File: config.mk
export PLATFORM = sky130hd
export DESIGN_NAME = pwm
export DESIGN_NICKNAME = d
export VERILOG_FILES = /design/src/rtl/pwm.sv
export SDC_FILE = /design/constraint.sdc
export NUM_CORES = 1
export LEC_CHECK = 0
export ABC_AREA = 1
export CAP_MARGIN = 10
export CORE_ASPECT_RATIO = 1.25
export CORE_UTILIZATION = 25
export CTS_CLUSTER_DIAMETER = 50
export CTS_CLUSTER_SIZE = 14
export DETAILED_ROUTE_END_ITERATION = 7
export PLACE_DENSITY = 0.49
export RECOVER_POWER = 100
export SLEW_MARGIN = 10
export SYNTH_ARGS = -nofsm -noshare
export SYNTH_HDL_FRONTEND = slang
export SYNTH_SLANG_ARGS = --single-unit
export TNS_END_PERCENT = 20
File: constraint.sdc
create_clock -name clk -period 2.65 [get_ports clk]
set_input_delay 0.795 -clock clk [delete_from_list [all_inputs] [get_ports clk]]
set_output_delay 0.795 -clock clk [all_outputs]
set_load 0.005 [all_outputs]
File: src/rtl/pwm.sv
// ---------------------------------------------------------------------------
// pwm -- fixed-period, edge-aligned pulse-width modulator.
//
// A free-running counter defines a period of PERIOD clocks. The output is
// high for the first PW clocks of each period. PW is sampled only on the
// clock where the counter is zero, so a width change never truncates or
// glitches the pulse in progress.
//
// Parameters:
//   WIDTH  - width of PW, the counter and the duty register (default 12)
//   PERIOD - clocks per period, legal range 2..2**WIDTH (default 4096)
//   INVERT - 1 inverts PWM and its reset level; period_start unaffected
//
// Ports:
//   clk          - single clock, rising-edge active
//   rst          - synchronous, active-high reset
//   PW           - requested high time in clocks; only looked at when the
//                  counter is zero, don't-care otherwise
//   PWM          - registered PWM waveform
//   period_start - registered one-clock strobe on the first clock of a period
//
// There are no handshakes on this block: PW is a level input sampled once per
// period, and both outputs are plain registered levels.
// ---------------------------------------------------------------------------
module pwm #(
  parameter int WIDTH  = 12,
  parameter int PERIOD = 4096,
  parameter int INVERT = 0
) (
  input  logic             clk,
  input  logic             rst,
  input  logic [WIDTH-1:0] PW,
  output logic             PWM,
  output logic             period_start
);

  // Terminal count. When PERIOD == 2**WIDTH this is all ones, so the wrap
  // to zero coincides with natural overflow.
  localparam logic [WIDTH-1:0] last_cnt = WIDTH'(PERIOD - 1);
  localparam logic             idle_lvl = (INVERT != 0);

  logic [WIDTH-1:0] cnt;
  logic [WIDTH-1:0] duty_q;
  logic [WIDTH-1:0] duty_eff;
  logic             at_start;

  // At the period boundary the incoming PW is used directly so the very
  // first clock of the period already reflects the new width; for the rest
  // of the period the held copy is used and PW is ignored.
  assign at_start = (cnt == '0);
  assign duty_eff = at_start ? PW : duty_q;

  always_ff @(posedge clk) begin
    if (rst) begin
      cnt          <= '0;
      duty_q       <= '0;
      PWM          <= idle_lvl;
      period_start <= 1'b0;
    end else begin
      duty_q       <= duty_eff;
      // Compare uses the count before increment, so the output register
      // reflects the count value just consumed. PW >= PERIOD never fails
      // this compare, which gives a saturated, always-high period.
      PWM          <= (cnt < duty_eff) ^ idle_lvl;
      period_start <= at_start;
      cnt          <= (cnt == last_cnt) ? '0 : cnt + WIDTH'(1);
    end
  end

endmodule

# Word level (Yosys, flattened, before mapping)
# Cells that the tools add are included.
# W data, S select, Z words.
[classes]
addsub = 1
order_cmp = 1
n_eq_ne = 1
mux = 1
reduce_logical = 2
[ops]
columns = ["op", "n"]
rows = [
  ["$add A12 B1 Y12 const B", 1],
  ["$eq A12 B12 Y1 const B", 1],
  ["$logic_not A12 Y1", 1],
  ["$lt A12 B12 Y1", 1],
  ["$mux W12", 1],
  ["$reduce_or A2 Y1", 1],
]
[totals]
regBits = 26
out_inout_bits = 2
wordCells = 10

# Longest topological paths before layout
[logic_depth]
word_depth = 3
mapped_depth = 13

# Worst setup path before layout
# No wires, ideal clock.
[synth_path]
path_kind = "flip-flop to flip-flop"
start = "register cnt[0]"
end = "register PWM"
setup_ns = 0.070
arrival_ns = 1.933
path_slack_ns = 0.647
stages_incl_launch_ff = 14
path_buffers = 1
cell_sequence = "dfxtp_1 -> inv_1 -> ha_1 -> nand2_1 -> nor2_1 -> nand2_1 -> buf_6 -> mux2i_1 -> ha_1 -> a21oi_1 -> o21ai_0 -> nand4_1 -> o2111ai_1 -> a21oi_1"
[synth_between]
elab_chain_len = 3
[synth_rtl]
columns = ["element", "line", "rtl"]
rows = [
  ["start, declared", "42", "logic [WIDTH-1:0] cnt;"],
  ["start signal, assigned", "66", "cnt <= (cnt == last_cnt) ? '0 : cnt + WIDTH'(1);"],
  ["$logic_not A12 Y1", "50", "assign at_start = (cnt == '0);"],
  ["$mux W12", "51", "assign duty_eff = at_start ? PW : duty_q;"],
  ["$lt A12 B12 Y1 (*)", "64", "PWM <= (cnt < duty_eff) ^ idle_lvl;"],
  ["end signal, assigned", "57", "PWM <= idle_lvl;"],
  ["end signal, assigned", "64", ""],
  ["end, declared", "33", "output logic PWM,"],
]
# Mark *: on every way between the ends. The rest lies on a longest branch, timed or not.
# A chain may end at the register's enable or synchronous reset.

# Final worst setup path
# Same ends and word-level chain as after synthesis.

==> summary.txt <==
CTS
  – Longest Clk Path Bufs: 2
  – Root Buffer Master: clkbuf_8
  – Post-CTS Hold Buffers: 0
  – H-tree levels: 1
  – Resize count post-CTS: 0
  – Post-CTS Setup Bufs: 0
  – TritonCTS Sinks: 26
  – Worst skew pair latency: 270 ps
  – Worst-path clk slew: 100 ps
  – CTS buffer count: 3
  – TritonCTS clock tree: yes

STA
  – Final period util: 85.2%
  – Layout Skew: 3.68 ps
  – Slew Viols, Final: 0
  – Final Hold Vio Count: 0
  – Min Tclk post-route: 2260 ps
  – Slew margin rel.: between 50% and 60%
  – Final setup margin: 393 ps
  – Peak Freq: 0.443 GHz
  – Post-route setup TNS: 0 ps
  – RSZ-0062 raised after global routing: false
  – Worst-Margin Slew: roughly 620 ps
  – Setup-violating endpoint count in the final report: 0

Synth
  – Synth top cells by count: nor2_1 (28), dfxtp_1 (26), nand2_1 (26)
  – Ys async rst share: 0%
  – Synth Area per Inst: around 8 um2
  – Syn Nets: 189
  – Post-synth EDFFs: 0
  – Post-synthesis cell area: 0.00132 mm2
  – Largest cells by area after synthesis: dfxtp_1 (39%), ha_1 (12%), mux2i_1 (8.3%)
  – Cells after Synth: 162
  – Top cell type's share of synthesized area: 39.4%
  – Top-count cell post-synth: nor2_1
  – Sequential share of the synthesized area: 39.4%
  – #FFs+latches synth: 26
  – Number of distinct library cells after synthesis: 23
  – Area leader, netlist: dfxtp_1
  – Synth Flop Type: dfxtp_1
  – Yosys warning count: 0

Placed design
  – Dpl hpwl: 2020 um
  – Placer Congestion: 0.767
  – Place WS: roughly 370 ps
  – Placement Cell Area: approximately 0.0016 mm2
  – Buffers on Ports: 15

Die
  – Initial Util: 26.0%
  – Die width: 67.1 um
  – # IOs: 16
  – Rows: 29
  – Total core area: 0.00508 mm2
  – Die height: ~83 um
  – Die area: 0.00559 mm2

Run status
  – Outcome: completed

Finish
  – # fillers: about 600
  – Nets: 210
  – Number of diodes: 0
  – Synth-to-layout area growth: 21.1%
  – Cell area after layout: 0.00160 mm2
  – Share of layout cells above drive strength 1: 5.49%

Global route
  – Remaining global-route overflow: 0
  – Initial antenna violation count: 0
  – Total track usage: 10.4%
  – Largest net degree at the start of global routing: 15
  – Vias in the first global route: 980
  – First-pass GRT wire length: 4420 um

Run
  – Maxcap violations: 0

Detailed routing
  – Remaining antenna violation count after routing: 0
  – WL final: about 2700 um
  – Wire length per cell: roughly 11 um
  – Pre-antenna DRT Iters: 4
  – DRC viols: 0
  – Initial DRC Count: 38
  – Vias: 1,057
  – Vias/cell: around 4.3

Critical path
  – Max Fanout on Critical Path: 10
  – Worst EP required: 2860 ps
  – Startpoint Class: flop
  – Worst Path Class, Setup: reg2reg
  – Nature of the critical path endpoint: flop
  – Data arrival, critical path: 2460 ps

Power
  – Maximum VDD drop: 0.161 mV
  – Power density cells: ~530 mW/mm2
  – Design Power: around 0.00085 W
  – Pleak: 0.741 nW

Worst hold path
  – Worst hold path type: reg2reg
stage by stage:
step           utilization, %  hold slack, ps  std cells
4_1_cts                  31.7             497        244
2_1_floorplan               -             441        162
3_3_place_gp             30.6             467        240
6_report                 31.5             496        244
3_5_place_dp             30.6             474        240
5_1_grt                  31.5             515        244
worst paths after layout:
| path | to | slack [ps] | cells after the start | start |
|---|---|---|---|---|
| worst max register to register | PWM | 390 | 13 | cnt[0] |
| worst min register to register | cnt[0] | 500 | 1 | cnt[0] |
| worst min-delay path | cnt[0] | 500 | 1 | cnt[0] |
| worst max-delay path | PWM | 390 | 13 | cnt[0] |
area by class of cell:
type                            count  area [um2]  share of cell area, %
Clock buffer                        4        55.1                   3.44
Inverter                           17        63.8                   3.98
Tap cell                           62        77.6                   4.84
Timing Repair Buffer               20         184                   11.5
Multi-Input combinational cell    115         701                   43.7
Sequential cell                    26         520                   32.5
power by group:
| part | total [W] | switching (W) | internal (W) |
|---|---|---|---|
| combinational | 0.000156 | 0.0000796 | 0.0000759 |
| clock | 0.000265 | 0.000132 | 0.000133 |
| sequential | 0.000425 | 0.0000102 | 0.000414 |
| total | 0.000846 | 0.000222 | 0.000623 |
registers in the layout, indices dropped and copies added (netlist names):
name and cells:
period_start 1, cnt 12, duty_q 12, PWM 1
placed cells by master (no fill, tap or decap), types with 4 or more instances in the layout:
master | Yosys | routed
nor3_1 | 4 | 4
clkbuf_8 | 0 | 4
nor2_1 | 28 | 28
nand3_1 | 8 | 8
nand2_1 | 26 | 26
a21oi_1 | 8 | 8
dfxtp_1 | 26 | 26
ha_1 | 13 | 13
mux2i_1 | 11 | 11
buf_4 | 0 | 4
clkdlybuf4s50_1 | 0 | 12
inv_1 | 16 | 17
nand4_1 | 3 | 4
worst max-delay path, cell delays in order, from the launching register on:
cell	delay [ps]
dfxtp_1	420
inv_1	90
ha_1	220
nand2_1	70
nor2_1	50
nand2_1	50
buf_4	200
mux2i_1	280
ha_1	280
a21oi_1	120
o21ai_0	90
nand4_1	70
o2111ai_1	90
a21oi_1	140
logic make-up after synthesis:
logic type	count (synthesis)	synth area share, %
mux	11	8.33
compound gates	11	4.45
buf+inv	21	7.19
simple gates	75	25.1
xor+xnor	5	3.31
flops	26	39.4
fa+ha+maj	13	12.3
per-layer routing:
metal  GRT usage (%)  vias up  wire (um)
li1                -      565          -
met3            2.06        2         78
met4            4.06        0         15
met1            13.7      477       1310
met5               0        -          0
met2            16.3       13       1260
No activity file was read; power rests on OpenSTA's default activity.
==> edit: new RTL, config.mk and constraints unchanged <==
Change the parameter `PERIOD` from 4096 to 3072. Comments in the files are not updated.
--- a/src/rtl/pwm.sv
+++ b/src/rtl/pwm.sv
@@ -24,7 +24,7 @@
 // ---------------------------------------------------------------------------
 module pwm #(
   parameter int WIDTH  = 12,
-  parameter int PERIOD = 4096,
+  parameter int PERIOD = 3072,
   parameter int INVERT = 0
 ) (
   input  logic             clk,
Check against the original RTL: no difference found for any inputs over 10 cycles, from zero or initial values and one cycle with rst high; that may be too few to reach the edited logic, so the function may still have changed.
==> edit against the unedited design <==
  * Wire length is 0.37% higher
  * Sequential cell count unchanged
  * Synthesized area increased by 2.1%
  * Power down 1.4%
  * First-iteration DRC count fell by 32%
  * Setup slack gained 0.066 ns
  * Final area grew 1.4%
  * Critical endpoint unchanged
==> edit: results <==
# TYPE chip_impl_metric gauge
chip_impl_metric{name="via_count_of_the_first_global_routing_pass",unit=""} 1057
chip_impl_metric{name="fraction_of_final_layout_cells_with_drive_strength_greater_than_1",unit=""} 0.0699
chip_impl_metric{name="power_frac_seq",unit=""} 0.506
chip_impl_metric{name="grt_util_all_layers",unit=""} 0.106
chip_impl_metric{name="grt_pass1_wl",unit="mm"} 4.52
chip_impl_metric{name="yosys.area_share.xor_xnor",unit=""} 0.0130
chip_impl_metric{name="syn-num-nets",unit=""} 193
chip_impl_info{name="synth_top_cells_by_count",value="sky130_fd_sc_hd__nand2_1 (30), sky130_fd_sc_hd__nor2_1 (27), sky130_fd_sc_hd__dfxtp_1 (26)"} 1
chip_impl_metric{name="routing_usage_on_met3",unit=""} 0.0285
chip_impl_metric{name="synth.area.mux_share",unit=""} 0.0816
chip_impl_metric{name="cp_max_fo",unit=""} 12
chip_impl_metric{name="post_dp_hpwl",unit="mm"} 2.12
chip_impl_metric{name="share_of_the_final_layout_cell_area_in_multi_input_gates",unit=""} 0.445
chip_impl_info{name="outcome",value="finished, final reports clean"} 1
chip_impl_metric{name="worst-endpoint-arrival",unit="ns"} 2.40
chip_impl_metric{name="number_of_multi_input_logic_gates",unit=""} 118
chip_impl_metric{name="max_clock_skew",unit="ns"} 0.00374
chip_impl_metric{name="power_share_of_the_combinational_group",unit=""} 0.182
chip_impl_metric{name="grtUsageMet1",unit=""} 0.117
chip_impl_metric{name="final_net_count",unit=""} 214
chip_impl_metric{name="worst_ir_drop_vdd",unit="mV"} 0.202
chip_impl_metric{name="area_share_clock_buf_inv",unit=""} 0.0339
chip_impl_metric{name="gr-usage-met2",unit=""} 0.187
chip_impl_metric{name="routedWlPerCell",unit="um"} 10.8
chip_impl_metric{name="fillCellCount",unit=""} 583
chip_impl_metric{name="synth_compound_gate_area_share",unit=""} 0.0686
chip_impl_metric{name="met2RoutedLength",unit="mm"} 1.29
chip_impl_metric{name="seq_share",unit=""} 0.320
chip_impl_metric{name="area_share_nonclk_buffers",unit=""} 0.109
chip_impl_metric{name="buffers",unit=""} 19
chip_impl_metric{name="hold_slack",unit="ns"} 0.472
chip_impl_info{name="ys_top_cells_by_area",value="sky130_fd_sc_hd__dfxtp_1 (39%), sky130_fd_sc_hd__ha_1 (12%), sky130_fd_sc_hd__nand2_1 (8.3%), sky130_fd_sc_hd__mux2i_1 (8.2%), sky130_fd_sc_hd__nor2_1 (7.5%)"} 1
chip_impl_metric{name="synth_cell_types",unit=""} 27
chip_impl_metric{name="drt-vias-per-instance",unit=""} 4.32
chip_impl_metric{name="non_clock_inverter_count",unit=""} 19
chip_impl_metric{name="ys_seq_area_frac",unit=""} 0.386
-- edit: per-stage QoR --
step / cells / total power, W / worst slack, ns / instance area (um^2) / utilization
floorplan: 166 / 0.000539 / 0.688 / 1350 / -
global placement: 244 / 0.000588 / 0.453 / 1580 / 0.307
detailed placement: 244 / 0.000589 / 0.391 / 1580 / 0.307
CTS: 248 / 0.000851 / 0.423 / 1640 / 0.318
global route: 248 / 0.000891 / 0.196 / 1620 / 0.315
finish: 248 / 0.000834 / 0.459 / 1620 / 0.315
-- edit: kinds of logic (layout without fill, tap and decap cells) --
kind of cell / count (synthesis) / after routing
flip-flops: 26 / 26
adder cells (fa/ha/maj): 13 / 13
XOR/XNOR: 2 / 2
buffers and inverters: 22 / 42
AO/OA/AOI/OAI: 15 / 15
multiplexers: 11 / 11
AND/OR/NAND/NOR: 77 / 77
